`src/rtl/timer_pkg.sv`:
```
// Shared defines for the timer: bus widths, register offsets and CTRL layout.
package timer_pkg;

   localparam int unsigned CPU_WIDTH = 32;
   localparam int unsigned INT_BUS   = 8;

   localparam logic [INT_BUS-1:0] INT_NONE = '0;

   // Byte offsets of the mapped registers (0xC is unmapped)
   localparam logic [3:0] OFF_CTRL  = 4'h0;
   localparam logic [3:0] OFF_COUNT = 4'h4;
   localparam logic [3:0] OFF_VALUE = 4'h8;

   // CTRL bit positions
   localparam int unsigned CTRL_EN   = 0;
   localparam int unsigned CTRL_IE   = 1;
   localparam int unsigned CTRL_PEND = 2;
   localparam int unsigned CTRL_AR   = 3;

   // CTRL register contents, packed so that bit order matches the map
   typedef struct packed {
      logic ar;
      logic pend;
      logic ie;
      logic en;
   } ctrl_t;

   // CTRL as seen on the bus; upper bits read as zero
   function automatic logic [CPU_WIDTH-1:0] ctrl_read(input ctrl_t c);
      return CPU_WIDTH'(c);
   endfunction

endpackage

```
`src/rtl/timer.sv`:
```
// Memory-mapped up-counter with compare match, one-shot/auto-reload and a
// level interrupt on one bit of the shared interrupt bus.
module timer
   import timer_pkg::*;
#(
   parameter int unsigned INT_ID = 0
) (
   input  logic                 clk,
   input  logic                 rst,
   input  logic                 req_i,
   input  logic                 we_i,
   input  logic [CPU_WIDTH-1:0] addr_i,
   input  logic [CPU_WIDTH-1:0] wdata_i,
   output logic [CPU_WIDTH-1:0] rdata_o,
   output logic                 ack_o,
   output logic [INT_BUS-1:0]   int_flag_o
);

   ctrl_t                ctrl_q, ctrl_d;
   logic [CPU_WIDTH-1:0] count_q, count_d;
   logic [CPU_WIDTH-1:0] value_q, value_d;

   logic                 wr_ctrl_c, wr_count_c, wr_value_c;
   logic                 rd_c;
   logic                 match_c;
   logic [3:0]           offset_c;
   logic [CPU_WIDTH-1:0] read_mux_c;
   logic [INT_BUS-1:0]   int_flag_d;

   // Only addr_i[3:2] selects a register; the rest of the address is ignored
   logic unused_addr;
   assign unused_addr = ^{addr_i[CPU_WIDTH-1:4], addr_i[1:0]};

   // Bus-slave decode: register strobes and read mux from current state
   always_comb begin
      wr_ctrl_c  = 1'b0;
      wr_count_c = 1'b0;
      wr_value_c = 1'b0;
      rd_c       = req_i & ~we_i;
      read_mux_c = '0;
      offset_c   = {addr_i[3:2], 2'b00};
      case (offset_c)
         OFF_CTRL: begin
            wr_ctrl_c  = req_i & we_i;
            read_mux_c = ctrl_read(ctrl_q);
         end
         OFF_COUNT: begin
            wr_count_c = req_i & we_i;
            read_mux_c = count_q;
         end
         OFF_VALUE: begin
            wr_value_c = req_i & we_i;
            read_mux_c = value_q;
         end
         default: begin
            read_mux_c = '0;
         end
      endcase
   end

   // Bus response: ack every request one cycle later, read data only on reads
   always_ff @(posedge clk or posedge rst) begin
      if (rst) begin
         ack_o   <= 1'b0;
         rdata_o <= '0;
      end else begin
         ack_o   <= req_i;
         rdata_o <= rd_c ? read_mux_c : '0;
      end
   end

   // Counter next state; later assignments carry the write/match priorities
   always_comb begin
      ctrl_d  = ctrl_q;
      count_d = count_q;
      value_d = value_q;
      match_c = ctrl_q.en & (count_q == value_q);

      if (ctrl_q.en) begin
         count_d = match_c ? '0 : count_q + CPU_WIDTH'(1);
      end
      if (match_c && !ctrl_q.ar) begin
         ctrl_d.en = 1'b0;
      end

      // A CTRL write overrides the one-shot disable; PEND is write-1-to-clear
      if (wr_ctrl_c) begin
         ctrl_d.en = wdata_i[CTRL_EN];
         ctrl_d.ie = wdata_i[CTRL_IE];
         ctrl_d.ar = wdata_i[CTRL_AR];
         if (wdata_i[CTRL_PEND]) begin
            ctrl_d.pend = 1'b0;
         end
      end

      // A match sets PEND even against a simultaneous clear
      if (match_c) begin
         ctrl_d.pend = 1'b1;
      end

      // A COUNT write beats both increment and match reset
      if (wr_count_c) begin
         count_d = wdata_i;
      end
      if (wr_value_c) begin
         value_d = wdata_i;
      end

      int_flag_d = (ctrl_d.pend & ctrl_d.ie) ? (INT_BUS'(1) << INT_ID) : INT_NONE;
   end

   // Counter state and interrupt level, registered together so the flag tracks PEND
   always_ff @(posedge clk or posedge rst) begin
      if (rst) begin
         ctrl_q     <= '0;
         count_q    <= '0;
         value_q    <= '0;
         int_flag_o <= INT_NONE;
      end else begin
         ctrl_q     <= ctrl_d;
         count_q    <= count_d;
         value_q    <= value_d;
         int_flag_o <= int_flag_d;
      end
   end

endmodule
```
`config.mk`:
```
export PLATFORM = sky130hd
export DESIGN_NAME = timer
export DESIGN_NICKNAME = d
export VERILOG_FILES = /design/src/rtl/timer_pkg.sv /design/src/rtl/timer.sv
export SDC_FILE = /design/constraint.sdc
export NUM_CORES = 1
export LEC_CHECK = 0
export CORE_ASPECT_RATIO = 0.5
export CORE_MARGIN = 3
export CORE_UTILIZATION = 30
export DETAILED_ROUTE_END_ITERATION = 8
export GPL_ROUTABILITY_DRIVEN = 0
export PLACE_DENSITY = 0.63
export SYNTH_ARGS = -nofsm -noshare
export SYNTH_HDL_FRONTEND = slang
export SYNTH_SLANG_ARGS = --single-unit
```
`constraint.sdc`:
```
create_clock -name clk -period 3.89 [get_ports clk]
set_clock_uncertainty 0.1 [all_clocks]
set_input_delay 0.389 -clock clk [delete_from_list [all_inputs] [get_ports clk]]
set_output_delay 0.389 -clock clk [all_outputs]
set_load 0.005 [all_outputs]
```
==> impl_metrics.yaml, run 1 <==
status:
  status: "completed"
routing:
  wl_um: 13700
  dr_total_vias: 4072
  viasPerCell: 5.12
  drt_first_iter_violations: 347
  ant_nets: 0
  drc_errors: 0
  routedWlPerCell_um: 17.2
  dr.pass1.iters: 5
global_routing:
  antenna_found_initial: 0
  busiest_layer: "met2"
  first_global_vias: 4087
  use_met1: 0.211
  use_met3: 0.0401
  gr-total-overflow: 0
  met2_usage: 0.228
  grt_max_degree: 61
  track_usage: 0.149
  grt_pass1_wl_um: 22500
yosys:
  synthCells: 515
  synth.distinct_cells: 45
  synth_warnings: 0
  synth.largest_area_cell: "dfrtp_1"
  synth.avg_cell_area_um2: 10.2
  yosys.area.top_type_share: 0.487
  synthFlopType: "dfrtp_1"
  async_reset_ff_frac: 1.00
  ys_seq_elements: 102
  ys_seq_area_frac: 0.487
  netlist_area_mm2: 0.00524
  synth_area_leaders: "dfrtp_1, mux2_2, xnor2_1, nor2_1, a22oi_1"
  synth.most_common_cell: "dfrtp_1"
  synth_edf_count: 0
  synth_commonest_cells: "dfrtp_1, nor2_1, mux2_2, xnor2_1, nand4_1"
sta:
  finalCritPeriodShare: 0.708
  hold_violations: 0
  finalSetupTns_ps: 0
  fmax_ghz: 0.363
  min_period_ps: 2760
  drv_slew: 0
  tightest_slew_ps: 807
  rsz0062_at_grt: "false"
  relSlewSlack: 0.462
  finalSetupViolations: 0
  hold_slack_ps: 364
cells_and_area:
  drive_above_1_share: 0.114
  antenna_cells: 0
  final_area_mm2: 0.00646
  nNetsFinal: 633
  syn_to_final_growth_pct: 23.2
setup_path:
  rr_startpoint: "count_q[11]"
  endpoint_kind: "flop"
  crit_fanout: 14
  critPathLaunchType: "flop"
  crit_arrival_ps: 2880
  startpoint: "count_q[11]"
  rrSetupSlack_ps: 1130
  critical_path_required_ps: 4020
  path_class: "flop to flop"
place:
  dpl_cell_area_mm2: 0.00610
  port_buffers: 71
  detailedPlacementHpwl_um: 9300
clock_network:
  ctsResizeCount: 0
  cts-root-buf: "clkbuf_16"
  max-clock-path-buffers: 2
  post-cts-setup-buffers: 0
  clkLatencyLatePin_ps: 350
  cts_made_buffers: 9
  clk_pin_slew_worst_paths_ps: 60
  cts_tree: "done"
  cts.sinks: 102
  h-tree-depth: 3
  ctsHoldBuffers: 0
floorplan:
  die_h_um: 99.5
  rows: 33
  die_area_mm2: 0.0192
  core_region_area_mm2: 0.0167
  start_util: 0.313
  io_pins: 109
  dieWidth_um: 193
power:
  p_per_area_mw_per_mm2: 486
  leakagePower_nw: 2.53
  ir_drop_uv: 232
worst_hold_path:
  hold_class: "input pin to asynchronous set/reset pin"
flow_run:
  max_cap_violations: 0
layout make-up:
cell class | count | area [µm²]
Multi-Input combinational cell | 369 | 2470
Clock inverter | 4 | 120
Timing Repair Buffer | 79 | 783
Clock buffer | 11 | 233
Inverter | 3 | 13.8
Tap cell | 227 | 284
Sequential cell | 102 | 2550
Fill cell | 1610 | 10300
where the power goes:
| group | leakage [nW] | switching (W) | internal (W) |
|---|---|---|---|
| clock network | 0.170 | 0.000382 | 0.000691 |
| logic | 1.05 | 0.000330 | 0.000330 |
| registers | 1.31 | 0.000189 | 0.00122 |
worst max-delay path, stage by stage, from the launching register on:
cell	delay [ps]
dfrtp_1	460
xnor2_1	340
nand4_1	250
nor4_1	420
and3_1	760
o31a_1	230
o31ai_1	70
final timing paths:
kind,endpoint,cells after the start
worst max-delay path,count_q[24],6
worst min-delay path,rdata_o[18],2
worst max register to register,count_q[24],6
worst min register to register,ctrl_q[2],2
max in group asynchronous,value_q[0],3
min in group clk,ctrl_q[2],2
cell families after synthesis:
logic type | count (synthesis) | share of synthesized area
xor gates and xnor gates | 47 | 0.0786
adders and majority gates | 1 | 0.00239
and+or+nand+nor | 199 | 0.195
buffers and inverters | 50 | 0.0466
AOI/OAI and AO/OA | 77 | 0.109
other | 1 | 0.000716
DFF | 102 | 0.487
muxes | 38 | 0.0807
cell usage in the layout, fill, tap and decap left out, types with 6 or more instances in the layout:
cell type	synthesis	routed
nor4_1	6	6
or3_1	6	6
clkdlybuf4s50_1	0	71
nor3_1	16	16
nand2_1	31	31
nand3_1	16	16
nand4_1	33	33
conb_1	1	7
xor2_1	13	13
clkbuf_16	0	9
and3_1	10	10
o21ai_0	6	6
a21oi_1	9	9
a22oi_1	28	28
o311ai_0	6	6
xnor2_1	34	34
dfrtp_1	102	102
buf_4	9	7
o31ai_1	14	14
nor2_1	62	62
mux2_2	34	34
routing by layer:
| metal | vias to the layer above | part of all wire |
|---|---|---|
| met5 | - | 0 |
| met4 | 0 | 0.0068 |
| met3 | 6 | 0.062 |
| met2 | 92 | 0.46 |
| met1 | 2031 | 0.47 |
| li1 | 1943 | - |
registers in the layout (all words and copies together), names as in the netlist:
register,cells
ack_o,1
count_q,32
ctrl_q,4
int_flag_o,1
rdata_o,32
value_q,32
stage by stage:
step	cells	utilization	setup WS [ps]	power, W
4_1_cts	795	0.386	1220	0.00316
6_report	795	0.386	1130	0.00314
3_3_place_gp	780	0.365	1260	0.00206
3_5_place_dp	780	0.365	1250	0.00208
2_1_floorplan	521	-	726	0.00184
5_1_grt	795	0.386	1020	0.00330
No activity file was read; power rests on OpenSTA's default activity.
==> inputs of run 2 (changes only) <==
--- a/config.mk
+++ b/config.mk
@@ -10,7 +10,7 @@
 export CORE_UTILIZATION = 30
 export DETAILED_ROUTE_END_ITERATION = 8
 export GPL_ROUTABILITY_DRIVEN = 0
-export PLACE_DENSITY = 0.63
+export PLACE_DENSITY = 0.64
 export SYNTH_ARGS = -nofsm -noshare
 export SYNTH_HDL_FRONTEND = slang
 export SYNTH_SLANG_ARGS = --single-unit
==> constraint.sdc (replaced) <==
create_clock -name clk -period 2.4 [get_ports clk]
set_clock_uncertainty 0.1 [all_clocks]
set_input_delay 0.24 -clock clk [delete_from_list [all_inputs] [get_ports clk]]
set_output_delay 0.24 -clock clk [all_outputs]
set_load 0.005 [all_outputs]
==> impl_metrics.yaml, run 2 (synthesized netlist as in run 1, its figures left out) <==
cells_and_area:
  antenna_cells: 0
  final_cell_mix: "dfrtp_1, clkdlybuf4s50_1, nor2_1"
  nNetsFinal: 652
  largest_registers: "count_q (32), rdata_o (32), value_q (32)"
  syn_to_final_growth_pct: 26.3
  final_common_cell: "dfrtp_1"
  drive_above_1_share: 0.148
sta:
  rsz0062_at_grt: "false"
  finalSetupTns_ps: 0
  finalSetupViolations: 0
  hold_violations: 0
  fmax_ghz: 0.441
  tightest_slew_ps: 567
  finalCritPeriodShare: 0.946
  relSlewSlack: 0.622
  drv_slew: 0
  min_period_ps: 2270
  hold_slack_ps: 283
clock_network:
  cts_made_buffers: 9
  h-tree-depth: 3
  ctsHoldBuffers: 0
  max-clock-path-buffers: 2
  cts.sinks: 102
  clk_pin_slew_worst_paths_ps: 70
  post-cts-setup-buffers: 0
  cts-root-buf: "clkbuf_16"
  cts_tree: "done"
  clkLatencyLatePin_ps: 350
power:
  sw_frac_of_total: 0.298
  p_comb_frac: 0.225
  p_per_area_mw_per_mm2: 766
  clockPowerShare: 0.329
  leakagePower_nw: 2.62
  power_switching_w: 0.00151
  ir_drop_uv: 320
  intPower_w: 0.00356
  p_seq_frac: 0.445
place:
  detailedPlacementHpwl_um: 9720
  port_buffers: 71
floorplan:
  die_area_mm2: 0.0192
  start_util: 0.313
  io_pins: 109
  rows: 33
  die_h_um: 99.5
  dieWidth_um: 193
  core_region_area_mm2: 0.0167
routing:
  wl_um: 14000
  drt_first_iter_violations: 326
  ant_nets: 0
  dr.pass1.iters: 4
  drc_errors: 0
  viasPerCell: 5.11
  dr_total_vias: 4164
  routedWlPerCell_um: 17.2
global_routing:
  met2_usage: 0.226
  gr-total-overflow: 0
  grt_pass1_wl_um: 22800
  use_met3: 0.0433
  use_met1: 0.214
  first_global_vias: 4113
  busiest_layer: "met2"
  grt_max_degree: 103
  track_usage: 0.151
  antenna_found_initial: 0
setup_path:
  crit_arrival_ps: 2390
  endpoint_kind: "flop"
  cp_slowest_cell: "nor4_1"
  crit_fanout: 6
  path_class: "flop to flop"
  slowest_delay_ps: 430
  worst-path-buf-inv: 1
  critical_path_required_ps: 2520
  crit_chain: "xnor2_1 > nand4_1 > nor4_1 > and3_1 > buf_4 > nor3_1"
  crit_family: "simple AND/OR/NAND/NOR gates"
  critPathLaunchType: "flop"
status:
  status: "completed"
worst_hold_path:
  hold_class: "input pin to asynchronous set/reset pin"
flow_run:
  max_cap_violations: 0
run 2: changes by cell type in the layout (fill, tap and decap cells not counted), sizes merged:
cell and delta:
clkinvlp +3, bufinv -1, inv -1, buf +19, clkbuf -1, clkinv +1
run 2: worst paths after layout:
| check | slack (ps) | start | cells past startpoint | to |
|---|---|---|---|---|
| hold reg to reg | 390 | ctrl_q[2] | 2 | ctrl_q[2] |
| setup / recovery | 130 | count_q[11] | 6 | count_q[6] |
| min in group clk | 360 | req_i | 1 | ack_o |
| setup reg to reg | 130 | count_q[11] | 6 | count_q[6] |
| hold / removal | 280 | rst | 3 | rdata_o[17] |
| max in group asynchronous | 1470 | rst | 3 | rdata_o[9] |
run 2: routing by layer:
metal / vias to the layer above / wire length (µm)
met4: 0 / 256
met2: 99 / 6200
li1: 1982 / -
met1: 2066 / 6690
met5: - / 0
met3: 17 / 889
run 2: power groups by stage:
stage	registers, W	clock network [W]	logic (W)
global placement	0.00227	0	0.00111
finish	0.00226	0.00167	0.00114
detailed placement	0.00228	0	0.00113
global route	0.00230	0.00178	0.00124
CTS	0.00226	0.00171	0.00114
floorplan	0.00221	0	0.000774
run 2: cell type report:
type	instances	area (µm²)
Multi-Input combinational cell	369	2480
Clock inverter	6	110
Fill cell	1635	10100
Timing Repair Buffer	98	951
Inverter	3	15.0
Clock buffer	10	229
Sequential cell	102	2550
Tap cell	227	284
run 2: repair_timing:
item,CTS,global route
setup endpoints to repair,0,17
gates resized for setup,0,1
endpoints found under the hold margin,0,0
run 2: metrics by stage:
step           power (W)  instance area [µm²]  utilization  std cells  worst slack (ps)
2_1_floorplan    0.00299                 5270            -        521               446
3_3_place_gp     0.00338                 6270        0.375        799               227
3_5_place_dp     0.00341                 6270        0.375        799               156
4_1_cts          0.00510                 6610        0.395        815               130
5_1_grt          0.00533                 6620        0.396        815              32.6
6_report         0.00507                 6620        0.396        815               131
run 2: worst min-delay path, stage by stage:
cell and delay, ps:
clkdlybuf4s50_1 440, clkinvlp_4 100, buf_12 400
==> inputs of run 3 (changes only) <==
--- a/config.mk
+++ b/config.mk
@@ -8,9 +8,11 @@
 export CORE_ASPECT_RATIO = 0.5
 export CORE_MARGIN = 3
 export CORE_UTILIZATION = 30
+export CTS_CLUSTER_DIAMETER = 200
 export DETAILED_ROUTE_END_ITERATION = 8
 export GPL_ROUTABILITY_DRIVEN = 0
 export PLACE_DENSITY = 0.64
+export SLEW_MARGIN = 20
 export SYNTH_ARGS = -nofsm -noshare
 export SYNTH_HDL_FRONTEND = slang
 export SYNTH_SLANG_ARGS = --single-unit
==> results of run 3 <==
Final layout, timing and power as in run 2 (identical DEF).
